File: src/rtl/seg7_scan_if.sv
// -----------------------------------------------------------------------------
// seg7_scan_if
//   Host/decoder bundle for seg7_scan_controller.
//   The master modport is the host side (drives scan control and the value
//   store). The slave modport is the controller side (drives the decoder
//   value and the digit enables).
//
//   enable      host -> ctrl   1 = scan, 0 = idle with display dark
//   wr_en       host -> ctrl   value store write strobe
//   wr_addr     host -> ctrl   digit index to write (AW bits)
//   wr_data     host -> ctrl   3-bit value to store
//   bright      host -> ctrl   PWM brightness, only when SEG7_DIM_EN is defined
//   dec_val     ctrl -> host   registered decoder input {A,B,C}
//   dig_en      ctrl -> host   one-hot digit enable, active-high
//   frame_done  ctrl -> host   1-cycle pulse at the end of a frame
//
//   Optional feature macro: SEG7_DIM_EN
// -----------------------------------------------------------------------------
interface seg7_scan_if #(
  parameter int NUM_DIGITS = 4
);
  localparam int AW = $clog2(NUM_DIGITS);

  logic                  enable;
  logic                  wr_en;
  logic [AW-1:0]         wr_addr;
  logic [2:0]            wr_data;
  logic [2:0]            dec_val;
  logic [NUM_DIGITS-1:0] dig_en;
  logic                  frame_done;
`ifdef SEG7_DIM_EN
  logic [2:0]            bright;

  modport master (
    output enable, wr_en, wr_addr, wr_data, bright,
    input  dec_val, dig_en, frame_done
  );

  modport slave (
    input  enable, wr_en, wr_addr, wr_data, bright,
    output dec_val, dig_en, frame_done
  );
`else
  modport master (
    output enable, wr_en, wr_addr, wr_data,
    input  dec_val, dig_en, frame_done
  );

  modport slave (
    input  enable, wr_en, wr_addr, wr_data,
    output dec_val, dig_en, frame_done
  );
`endif
endinterface

File: src/rtl/seg7_scan_controller.sv
// -----------------------------------------------------------------------------
// seg7_scan_controller
//   Time-multiplexes one shared 3-bit-input 7-segment decoder across
//   NUM_DIGITS common-cathode digits. Each digit slot is BLANK_CYC clocks with
//   every digit dark followed by SHOW_CYC clocks with the selected digit lit,
//   which keeps the previous digit's value from ghosting onto the next one.
//
//   Ports:
//     clk   rising-edge clock
//     rst   synchronous reset, active-high
//     bus   seg7_scan_if.slave (enable, wr_en/wr_addr/wr_data in;
//           dec_val, dig_en, frame_done out; bright in with SEG7_DIM_EN)
//
//   Optional feature macro: SEG7_DIM_EN
//     Defined   : bright is captured on entry to SHOW and gates dig_en as an
//                 8-step PWM (lit while cnt[2:0] <= bright).
//     Undefined : digit is lit for the whole SHOW phase.
// -----------------------------------------------------------------------------
module seg7_scan_controller #(
  parameter int NUM_DIGITS = 4,
  parameter int BLANK_CYC  = 2,
  parameter int SHOW_CYC   = 16
) (
  input logic        clk,
  input logic        rst,
  seg7_scan_if.slave bus
);

  localparam int AW   = $clog2(NUM_DIGITS);
  localparam int MAXC = (BLANK_CYC > SHOW_CYC) ? BLANK_CYC : SHOW_CYC;
  // At least 3 bits so the PWM compare can always look at cnt[2:0].
  localparam int CW   = ($clog2(MAXC) < 3) ? 3 : $clog2(MAXC);

  localparam logic [CW-1:0] BLANK_LAST = CW'(BLANK_CYC - 1);
  localparam logic [CW-1:0] SHOW_LAST  = CW'(SHOW_CYC - 1);
  localparam logic [AW-1:0] IDX_LAST   = AW'(NUM_DIGITS - 1);
  localparam logic [AW:0]   ADDR_LIM   = (AW + 1)'(NUM_DIGITS);

  typedef enum logic [1:0] {
    IDLE  = 2'd0,
    BLANK = 2'd1,
    SHOW  = 2'd2
  } state_t;

  state_t          state_p0, state_nxt;
  logic [AW-1:0]   idx_p0, idx_nxt;
  logic [CW-1:0]   cnt_p0, cnt_nxt;
  logic            dig_on;
  logic            frame_nxt;
  logic [2:0]      value [NUM_DIGITS];

  logic [2:0]            dec_val_p1;
  logic [NUM_DIGITS-1:0] dig_en_p1;
  logic                  frame_done_p1;

`ifdef SEG7_DIM_EN
  logic [2:0] bright_s;
`endif

  function automatic logic [NUM_DIGITS-1:0] digit_sel(input logic [AW-1:0] i);
    digit_sel = NUM_DIGITS'(1) << i;
  endfunction

  // ---- stage p0: scan FSM next-state / digit-on decision ----
  always_comb begin
    state_nxt = state_p0;
    idx_nxt   = idx_p0;
    cnt_nxt   = cnt_p0;
    dig_on    = 1'b0;
    frame_nxt = 1'b0;
    case (state_p0)
      IDLE: begin
        idx_nxt = '0;
        cnt_nxt = '0;
        if (bus.enable) state_nxt = BLANK;
      end
      BLANK: begin
        if (!bus.enable) begin
          state_nxt = IDLE;
          idx_nxt   = '0;
          cnt_nxt   = '0;
        end else if (cnt_p0 == BLANK_LAST) begin
          state_nxt = SHOW;
          cnt_nxt   = '0;
        end else begin
          cnt_nxt = cnt_p0 + 1'b1;
        end
      end
      SHOW: begin
        if (!bus.enable) begin
          // Abort immediately: no partial-slot completion.
          state_nxt = IDLE;
          idx_nxt   = '0;
          cnt_nxt   = '0;
        end else begin
`ifdef SEG7_DIM_EN
          dig_on = (cnt_p0[2:0] <= bright_s);
`else
          dig_on = 1'b1;
`endif
          if (cnt_p0 == SHOW_LAST) begin
            state_nxt = BLANK;
            cnt_nxt   = '0;
            if (idx_p0 == IDX_LAST) begin
              idx_nxt   = '0;
              frame_nxt = 1'b1;
            end else begin
              idx_nxt = idx_p0 + 1'b1;
            end
          end else begin
            cnt_nxt = cnt_p0 + 1'b1;
          end
        end
      end
      default: begin
        state_nxt = IDLE;
        idx_nxt   = '0;
        cnt_nxt   = '0;
      end
    endcase
  end

  always_ff @(posedge clk) begin
    if (rst) begin
      state_p0 <= IDLE;
      idx_p0   <= '0;
      cnt_p0   <= '0;
    end else begin
      state_p0 <= state_nxt;
      idx_p0   <= idx_nxt;
      cnt_p0   <= cnt_nxt;
    end
  end

`ifdef SEG7_DIM_EN
  // Brightness is frozen for the whole slot so a mid-slot change cannot
  // produce a truncated or stretched pulse.
  always_ff @(posedge clk) begin
    if (rst) begin
      bright_s <= '0;
    end else if (state_p0 == BLANK && state_nxt == SHOW) begin
      bright_s <= bus.bright;
    end
  end
`endif

  // Value store: out-of-range addresses (non power-of-two digit counts) drop.
  always_ff @(posedge clk) begin
    if (rst) begin
      for (int i = 0; i < NUM_DIGITS; i++) value[i] <= '0;
    end else if (bus.wr_en && ({1'b0, bus.wr_addr} < ADDR_LIM)) begin
      value[bus.wr_addr] <= bus.wr_data;
    end
  end

  // ---- stage p1: registered decoder/digit outputs ----
  always_ff @(posedge clk) begin
    if (rst) begin
      dec_val_p1    <= '0;
      dig_en_p1     <= '0;
      frame_done_p1 <= 1'b0;
    end else begin
      dec_val_p1    <= value[idx_p0];
      dig_en_p1     <= dig_on ? digit_sel(idx_p0) : '0;
      frame_done_p1 <= frame_nxt;
    end
  end

  assign bus.dec_val    = dec_val_p1;
  assign bus.dig_en     = dig_en_p1;
  assign bus.frame_done = frame_done_p1;

endmodule

File: src/flat_wrapper.sv
// flat-port wrapper written by rule: the top's interface ports become plain ports
module seg7_scan_controller_flat 
#(
  parameter int NUM_DIGITS = 4,
  parameter int BLANK_CYC  = 2,
  parameter int SHOW_CYC   = 16
)
  (clk, rst, bus_enable, bus_wr_en, bus_wr_addr, bus_wr_data, bus_dec_val, bus_dig_en, bus_frame_done);
  seg7_scan_if #(.NUM_DIGITS(NUM_DIGITS)) bus_i ();
  input logic clk;
  input logic rst;
  input wire logic [$bits(bus_i.enable)-1:0] bus_enable;
  input wire logic [$bits(bus_i.wr_en)-1:0] bus_wr_en;
  input wire logic [$bits(bus_i.wr_addr)-1:0] bus_wr_addr;
  input wire logic [$bits(bus_i.wr_data)-1:0] bus_wr_data;
  output wire logic [$bits(bus_i.dec_val)-1:0] bus_dec_val;
  output wire logic [$bits(bus_i.dig_en)-1:0] bus_dig_en;
  output wire logic [$bits(bus_i.frame_done)-1:0] bus_frame_done;
  assign bus_i.enable = bus_enable;
  assign bus_i.wr_en = bus_wr_en;
  assign bus_i.wr_addr = bus_wr_addr;
  assign bus_i.wr_data = bus_wr_data;
  assign bus_dec_val = bus_i.dec_val;
  assign bus_dig_en = bus_i.dig_en;
  assign bus_frame_done = bus_i.frame_done;
  seg7_scan_controller #(.NUM_DIGITS(NUM_DIGITS), .BLANK_CYC(BLANK_CYC), .SHOW_CYC(SHOW_CYC)) u_core (.clk(clk), .rst(rst), .bus(bus_i));
endmodule
File: config.mk
export PLATFORM = sky130hd
export DESIGN_NAME = seg7_scan_controller_flat
export DESIGN_NICKNAME = d
export VERILOG_FILES = /design/src/rtl/seg7_scan_if.sv /design/src/rtl/seg7_scan_controller.sv /design/src/flat_wrapper.sv
export SDC_FILE = /design/constraint.sdc
export NUM_CORES = 1
export LEC_CHECK = 0
export ABC_AREA = 1
export CAP_MARGIN = 10
export CORE_MARGIN = 8
export CORE_UTILIZATION = 41
export DETAILED_ROUTE_END_ITERATION = 10
export GPL_TIMING_DRIVEN = 1
export HOLD_SLACK_MARGIN = 0.02
export PLACE_DENSITY = 0.63
export REMOVE_ABC_BUFFERS = 1
export SLEW_MARGIN = 20
export SYNTH_ARGS = -nofsm -noshare
export SYNTH_HDL_FRONTEND = slang
export SYNTH_SLANG_ARGS = --single-unit
File: constraint.sdc
create_clock -name clk -period 3.6 [get_ports clk]
set_input_delay 0.9 -clock clk [delete_from_list [all_inputs] [get_ports clk]]
set_output_delay 0.9 -clock clk [all_outputs]
set_load 0.05 [all_outputs]
==> out/results.tsv, run 1 <==
stage	metric	value	unit
run_status	status	finished, final reports clean	
setup_path	Critical-path top delay cell	clkdlybuf4s50_1	
power_and_ir_drop	worst vdd ir	0.224	mV
synth	cell type with the largest total area after synthesis	edfxtp_1	
routing	Post-Route WL	2180	um
clock_network	clock transition at the registers of the reported paths	0.15	ns
die	initial cell density of the core	42.0	%
clock_network	CTS Root Cell	clkbuf_4	
flow_run	maxcap violations	0	
routing	vias	961	
cells_and_area	FILL cells	292	
die	site row count	20	
grt	initial antenna violation count	0	
power_and_ir_drop	Pleak	0.652	nW
cells_and_area	Nets	183	
timing	final hold vios	0	
die	Die W	71.5	um
die	I/O pins	17	
clock_network	Post-CTS Repair Setup Buffers	0	
synth	Synth top area share	28.5	%
routing	DRT iter0 DRCs	71	
setup_path	critical path launch point type	flop	
routing	DRT antenna net count	0	
clock_network	cts repair resizes	0	
synth	Synth Area per Inst	8.59	um2
place	Detail Placement HPWL	1690	um
synth	Syn Inst Count	147	
setup_path	critical path endpoint category	primary output	
grt	largest net degree at the start of global routing	17	
timing	setup violators final	0	
routing	Remaining DRCs	0	
timing	setup TNS after final layout	0	ns
synth	YS warnings	0	
synth	ranking of synthesized cells by area	edfxtp_1 (29%), dfxtp_1 (25%), nor2_1 (11%), ha_1 (6.9%), nand2_1 (6.2%)	
routing	vias per cell	4.83	
timing	RSZ-0062 raised after global routing	no	
cells_and_area	commonest non-fill, non-tap cells in the layout	nor2_1 (38), nand2_1 (21), inv_1 (17)	
setup_path	CP max stage delay	0.80	ns
setup_path	CP required	2.70	ns
cells_and_area	share of layout cells above drive strength 1	9.04	%
setup_path	CP bufs+invs	1	
place	GPL Wtd Cong	0.746	
power_and_ir_drop	Total Power	866	uW
routing	TritonRoute pass-1 iters	4	
clock_network	CTS tree	done	
routing	WL/cell	10.9	um
timing	Slew @ Worst Pin	0.505	ns
grt	gr usage total	9.35	%
power_and_ir_drop	Power Density	573	mW/mm2
die	Die ar.	0.00511	mm2
die	Core Area	0.00300	mm2
grt	first-pass GRT wire length	3920	um
cells_and_area	antenna cell count	0	
clock_network	CTS buffer count	3	
cells_and_area	area of the multi-input gates	502	um2
timing	worst relative slew slack	66.2	%
grt	gr ovfl total	0	
setup_path	worst-path fanout max	1	
clock_network	clock tree buffer depth	2	
setup_path	Setup Crit Path Kind	flop to primary output	
setup_path	cell breakdown of the critical path	clkdlybuf4s50_1	
grt	vias in the first global route	951	
timing	Slew Limit Fails	0	
timing	Tcrit/Tclk final	65.5	%
timing	Worst Clk Skew	0.00208	ns
cells_and_area	Area Growth Syn to Fin	19.7	%
synth	Yosys reg bits	28	
setup_path	Worst EP arrival	1.46	ns
setup_path	CP top delay family	buffers and inverters	
cells_and_area	Reg area	681	um2
clock_network	Worst-Skew Late Latency	0.33	ns
clock_network	Clock Sinks	28	
synth	Netlist cell types	22	
die	Die Span Y	71.5	um
place	I/O Buffers	16	
timing	Max Clk Rate	424	MHz
clock_network	CTS Hold Bufs	0	
clock_network	H-Tree Depth	1	
synth	Seq/Total Area, Yosys	53.9	%
synth	Post-Syn Area	0.00126	mm2
min_path	Hold WC Path Type	flop to flop	
cells_and_area	leading cell type in the layout, fill and taps excluded	nor2_1	
timing	Hold Slack	0.488	ns
timing	Tmin final	2.36	ns
-- where the power goes --
part	internal, mW	leakage, nW	switching (mW)
Sequential	0.369	0.248	0.0292
Clock	0.113	0.0279	0.0916
Combinational	0.0959	0.376	0.168
-- metrics by stage --
step	setup slack, ns	cell area (um2)	instances	util (%)
floorplan	1.91	1260	146	-
global placement	1.31	1460	195	48.6
detailed placement	1.25	1460	195	48.6
CTS	1.23	1510	199	50.3
global route	1.18	1510	199	50.3
finish	1.24	1510	199	50.3
-- layer usage --
metal | vias to the layer above | track usage, % | wire (um)
met1 | 432 | 10.6 | 993
met4 | 0 | 6.12 | 61
met3 | 6 | 1.53 | 93
li1 | 501 | - | -
met2 | 22 | 15.8 | 1030
met5 | - | 0 | 0
-- cell type report --
cell class	instances	share of cell area, %
tap	33	2.73
sequential	28	45.0
clock buffer	3	1.49
clock inverter	1	1.99
inverter	20	4.97
multi-input combinational	98	33.2
timing repair buffer	16	10.6
-- state kept, by name, summed over array words and instances, names as in the netlist --
signal	flops
u_core.bus.dig_en	4
u_core.idx_p0	2
u_core.cnt_p0	4
u_core.value	12
u_core.bus.dec_val	3
u_core.state_p0	2
u_core.bus.frame_done	1
-- cell usage after synthesis --
| cell type | number |
|---|---|
| a211oi_1 | 1 |
| a21oi_1 | 3 |
| a21oi_2 | 1 |
| buf_2 | 1 |
| dfxtp_1 | 16 |
| edfxtp_1 | 12 |
| ha_1 | 7 |
| inv_1 | 17 |
| inv_2 | 3 |
| nand2_1 | 21 |
| nand2_2 | 3 |
| nand3_1 | 3 |
| nand3_2 | 2 |
| nand4_1 | 2 |
| nor2_1 | 38 |
| nor2_2 | 2 |
| nor3_1 | 3 |
| o21ai_0 | 7 |
| o21ai_1 | 2 |
| o31ai_1 | 1 |
| or2_1 | 1 |
| xor2_1 | 1 |
-- worst register-to-register path, stage by stage, from the launching register on --
cell     delay [ns]
dfxtp_1        0.39
inv_1          0.08
ha_1           0.20
nand2_2        0.12
inv_2          0.07
a21oi_2        0.19
nand2_1        0.06
o21ai_1        0.08
nor2_1         0.05
-- logic make-up after synthesis --
kind of cell,count (synthesis),share of synthesized area [%]
AND/OR/NAND/NOR,75,25.5
flip-flops,28,53.9
buffers and inverters,21,6.34
AO/OA/AOI/OAI,15,6.64
adder cells (fa/ha/maj),7,6.94
XOR/XNOR,1,0.694
-- final timing paths --
| check | start | to | cells after the start | slack (ns) |
|---|---|---|---|---|
| worst max-delay path | u_core.bus.dec_val[0] | bus_dec_val[0] | 1 | 1.24 |
| worst min register to register | u_core.cnt_p0[0] | u_core.cnt_p0[0] | 1 | 0.49 |
| worst min-delay path | u_core.cnt_p0[0] | u_core.cnt_p0[0] | 1 | 0.49 |
| worst max register to register | u_core.state_p0[0] | u_core.idx_p0[1] | 8 | 2.25 |
No activity file was read; power rests on OpenSTA's default activity.
==> inputs of run 2 (changes only) <==
==> constraint.sdc (replaced) <==
create_clock -name clk -period 2.29 [get_ports clk]
set_input_delay 0.5725 -clock clk [delete_from_list [all_inputs] [get_ports clk]]
set_output_delay 0.5725 -clock clk [all_outputs]
set_load 0.05 [all_outputs]
==> results of run 2 <==
Same layout as run 1 (identical final DEF). Status: finished, final reports clean.
Main changes from that run: setup slack after placement 1.25 ns -> 0.264 ns; setup slack after layout 1.24 ns -> 0.259 ns; register-to-register setup slack 2.25 ns -> 0.94 ns; total power 0.866 mW -> 1.36 mW; worst IR drop on VDD 0.224 mV -> 0.352 mV
==> inputs of run 3 (changes only) <==
--- a/config.mk
+++ b/config.mk
@@ -12,6 +12,7 @@
 export DETAILED_ROUTE_END_ITERATION = 10
 export GPL_TIMING_DRIVEN = 1
 export HOLD_SLACK_MARGIN = 0.02
+export MAX_ROUTING_LAYER = met4
 export PLACE_DENSITY = 0.63
 export REMOVE_ABC_BUFFERS = 1
 export SLEW_MARGIN = 20
==> run 3 against run 2 <==
Cell count is the same; power is 0.12% lower; non-clock buffer count unchanged; first-iteration DRC count fell by 14%; wire length hardly changed; register-to-register slack hardly changed; worst setup slack gained 0.0033 ns; clock skew grew 0.0025 ns; critical path type unchanged; largest cell class unchanged; highest routed layer unchanged.
==> out/results.tsv, run 3 (synthesis gave the netlist of run 1 again) <==
stage	metric	value	unit	change
clock_network	CTS tree	done		
power_and_ir_drop	sequential share of power	46.1	%	about the same
power_and_ir_drop	Logic pwr share	30.5	%	about the same
clock_network	Worst-Skew Late Latency	0.33	ns	about the same
cells_and_area	share of layout cells above drive strength 1	9.04	%	unchanged
routing	Post-Route WL	2180	um	about the same
routing	DRT iter0 DRCs	61		-14%
setup_path	worst reg2reg startpoint	u_core.state_p0[0]		
power_and_ir_drop	switching pwr	452	uW	
routing	WL/cell	10.9	um	about the same
cells_and_area	post-layout util	50.3	%	unchanged
routing	DRT antenna net count	0		unchanged
place	I/O Buffers	16		unchanged
cells_and_area	leading cell type in the layout, fill and taps excluded	nor2_1		
cells_and_area	FILL cells	292		unchanged
grt	gr usage total	9.63	%	+0.28 points
die	Die ar.	0.00511	mm2	unchanged
setup_path	worst-path fanout max	1		unchanged
grt	vias in the first global route	951		unchanged
die	Core Area	0.00300	mm2	unchanged
timing	Worst Clk Skew	0.00458	ns	+0.00250 ns
flow_run	maxcap violations	0		unchanged
timing	Slew @ Worst Pin	0.505	ns	+0.000000894 ns
timing	worst relative slew slack	66.2	%	unchanged
power_and_ir_drop	P_int	908	uW	
power_and_ir_drop	Power Density	900	mW/mm2	
die	initial cell density of the core	42.0	%	unchanged
place	Detail Placement HPWL	1690	um	unchanged
setup_path	register-to-register setup slack	0.94	ns	
setup_path	cell breakdown of the critical path	clkdlybuf4s50_1		
clock_network	Post-CTS Repair Setup Buffers	0		unchanged
timing	setup violators final	0		unchanged
place	GPL Wtd Cong	0.756		+1.3%
min_path	Hold Path Sink	u_core.cnt_p0[0]		
clock_network	clock tree buffer depth	2		unchanged
setup_path	worst r2r dst	u_core.idx_p0[1]		
setup_path	Setup Crit Path Kind	flop to primary output		
setup_path	CP max stage delay	0.80	ns	about the same
min_path	min-delay src	u_core.cnt_p0[0]		
die	site row count	20		unchanged
timing	Max Clk Rate	493	MHz	
grt	largest net degree at the start of global routing	17		unchanged
routing	vias per cell	4.85		+0.52%
timing	setup TNS after final layout	0	ns	unchanged
cells_and_area	Nets	183		unchanged
setup_path	Critical-path top delay cell	clkdlybuf4s50_1		
setup_path	Worst EP arrival	1.46	ns	about the same
die	I/O pins	17		unchanged
power_and_ir_drop	Pleak	0.652	nW	unchanged
grt	gr ovfl total	0		unchanged
min_path	Hold WC Path Type	flop to flop		
setup_path	critical path endpoint category	primary output		
routing	Remaining DRCs	0		unchanged
routing	vias	966		+0.52%
clock_network	CTS Root Cell	clkbuf_4		
timing	final hold vios	0		unchanged
setup_path	CP top delay family	buffers and inverters		
timing	Tmin final	2.03	ns	
setup_path	critical path launch point type	flop		
timing	RSZ-0062 raised after global routing	no		
clock_network	Clock Sinks	28		unchanged
clock_network	clock transition at the registers of the reported paths	0.15	ns	about the same
clock_network	CTS buffer count	3		unchanged
cells_and_area	antenna cell count	0		unchanged
power_and_ir_drop	Clock power frac	23.5	%	about the same
setup_path	CP required	1.72	ns	
die	Die Span Y	71.5	um	unchanged
power_and_ir_drop	worst vdd ir	0.351	mV	
cells_and_area	final cell count without fillers	199		unchanged
clock_network	H-Tree Depth	1		unchanged
place	dpl cells	195		unchanged
clock_network	CTS Hold Bufs	0		unchanged
run_status	status	finished, final reports clean		
routing	TritonRoute pass-1 iters	4		unchanged
timing	Slew Limit Fails	0		unchanged
min_path	Hold Path Depth	1		unchanged
power_and_ir_drop	switching part of the total	33.2	%	
clock_network	cts repair resizes	0		unchanged
cells_and_area	commonest non-fill, non-tap cells in the layout	nor2_1 (38), nand2_1 (21), inv_1 (17)		
cells_and_area	Largest Register	u_core.value		
cells_and_area	Largest register FFs	12		unchanged
grt	initial antenna violation count	0		unchanged
cells_and_area	Area Growth Syn to Fin	19.7	%	unchanged
grt	first-pass GRT wire length	3930	um	+0.36%
setup_path	reg2reg path depth	8		unchanged
die	Die W	71.5	um	unchanged
setup_path	CP bufs+invs	1		unchanged
timing	Tcrit/Tclk final	88.5	%	
## run 3: worst register-to-register path: stages (launching register included)
cell	delay, ns
dfxtp_1	0.39
inv_1	0.08
ha_1	0.20
nand2_2	0.12
inv_2	0.07
a21oi_2	0.19
nand2_1	0.06
o21ai_1	0.08
nor2_1	0.05
## run 3: worst max path at each step
stage | startpoint | end | slack [ns] | depth (start not counted)
finish | u_core.bus.dec_val[0] | bus_dec_val[0] | 0.26 | 1
global route | u_core.bus.dec_val[0] | bus_dec_val[0] | 0.20 | 1
CTS | u_core.bus.frame_done | bus_frame_done | 0.25 | 1
detailed placement | rst | u_core.value[0][0] | 0.26 | 6
global placement | rst | u_core.value[0][0] | 0.32 | 6
floorplan | bus_wr_en | u_core.value[0][0] | 0.92 | 6
## run 3: per-layer routing
metal / part of all wire, % / global-route usage (%) / up-vias / wire length (um)
met5: 0 / - / - / 0
met4: 2.8 / 6.12 / 0 / 61
met3: 4.7 / 1.39 / 6 / 102
met2: 47 / 15.8 / 32 / 1020
met1: 46 / 10.8 / 427 / 990
li1: - / - / 501 / -
## run 3: area by class of cell
| type | count | area (um2) | area share [%] |
|---|---|---|---|
| inverter | 20 | 75.1 | 4.97 |
| sequential | 28 | 681 | 45.0 |
| multi-input combinational | 98 | 502 | 33.2 |
| timing repair buffer | 16 | 160 | 10.6 |
| tap | 33 | 41.3 | 2.73 |
| clock buffer | 3 | 22.5 | 1.49 |
| clock inverter | 1 | 30.0 | 1.99 |
## run 3: metrics by stage
stage          hold WS [ns]  worst slack [ns]  area, um2  power (mW)
6_report              0.488             0.262       1510        1.36
5_1_grt               0.528             0.197       1510        1.45
4_1_cts               0.491             0.246       1510        1.37
3_5_place_dp          0.458             0.264       1460        1.05
3_3_place_gp          0.445             0.323       1460        1.04
2_1_floorplan         0.434             0.923       1260       0.938
## run 3: power groups by stage
stage / Sequential (mW) / Combinational (mW) / Clock (mW)
after floorplan: 0.683 / 0.255 / 0
after global placement: 0.635 / 0.407 / 0
after detailed placement: 0.639 / 0.415 / 0
after CTS: 0.627 / 0.417 / 0.327
after global routing: 0.635 / 0.469 / 0.346
final: 0.626 / 0.414 / 0.319
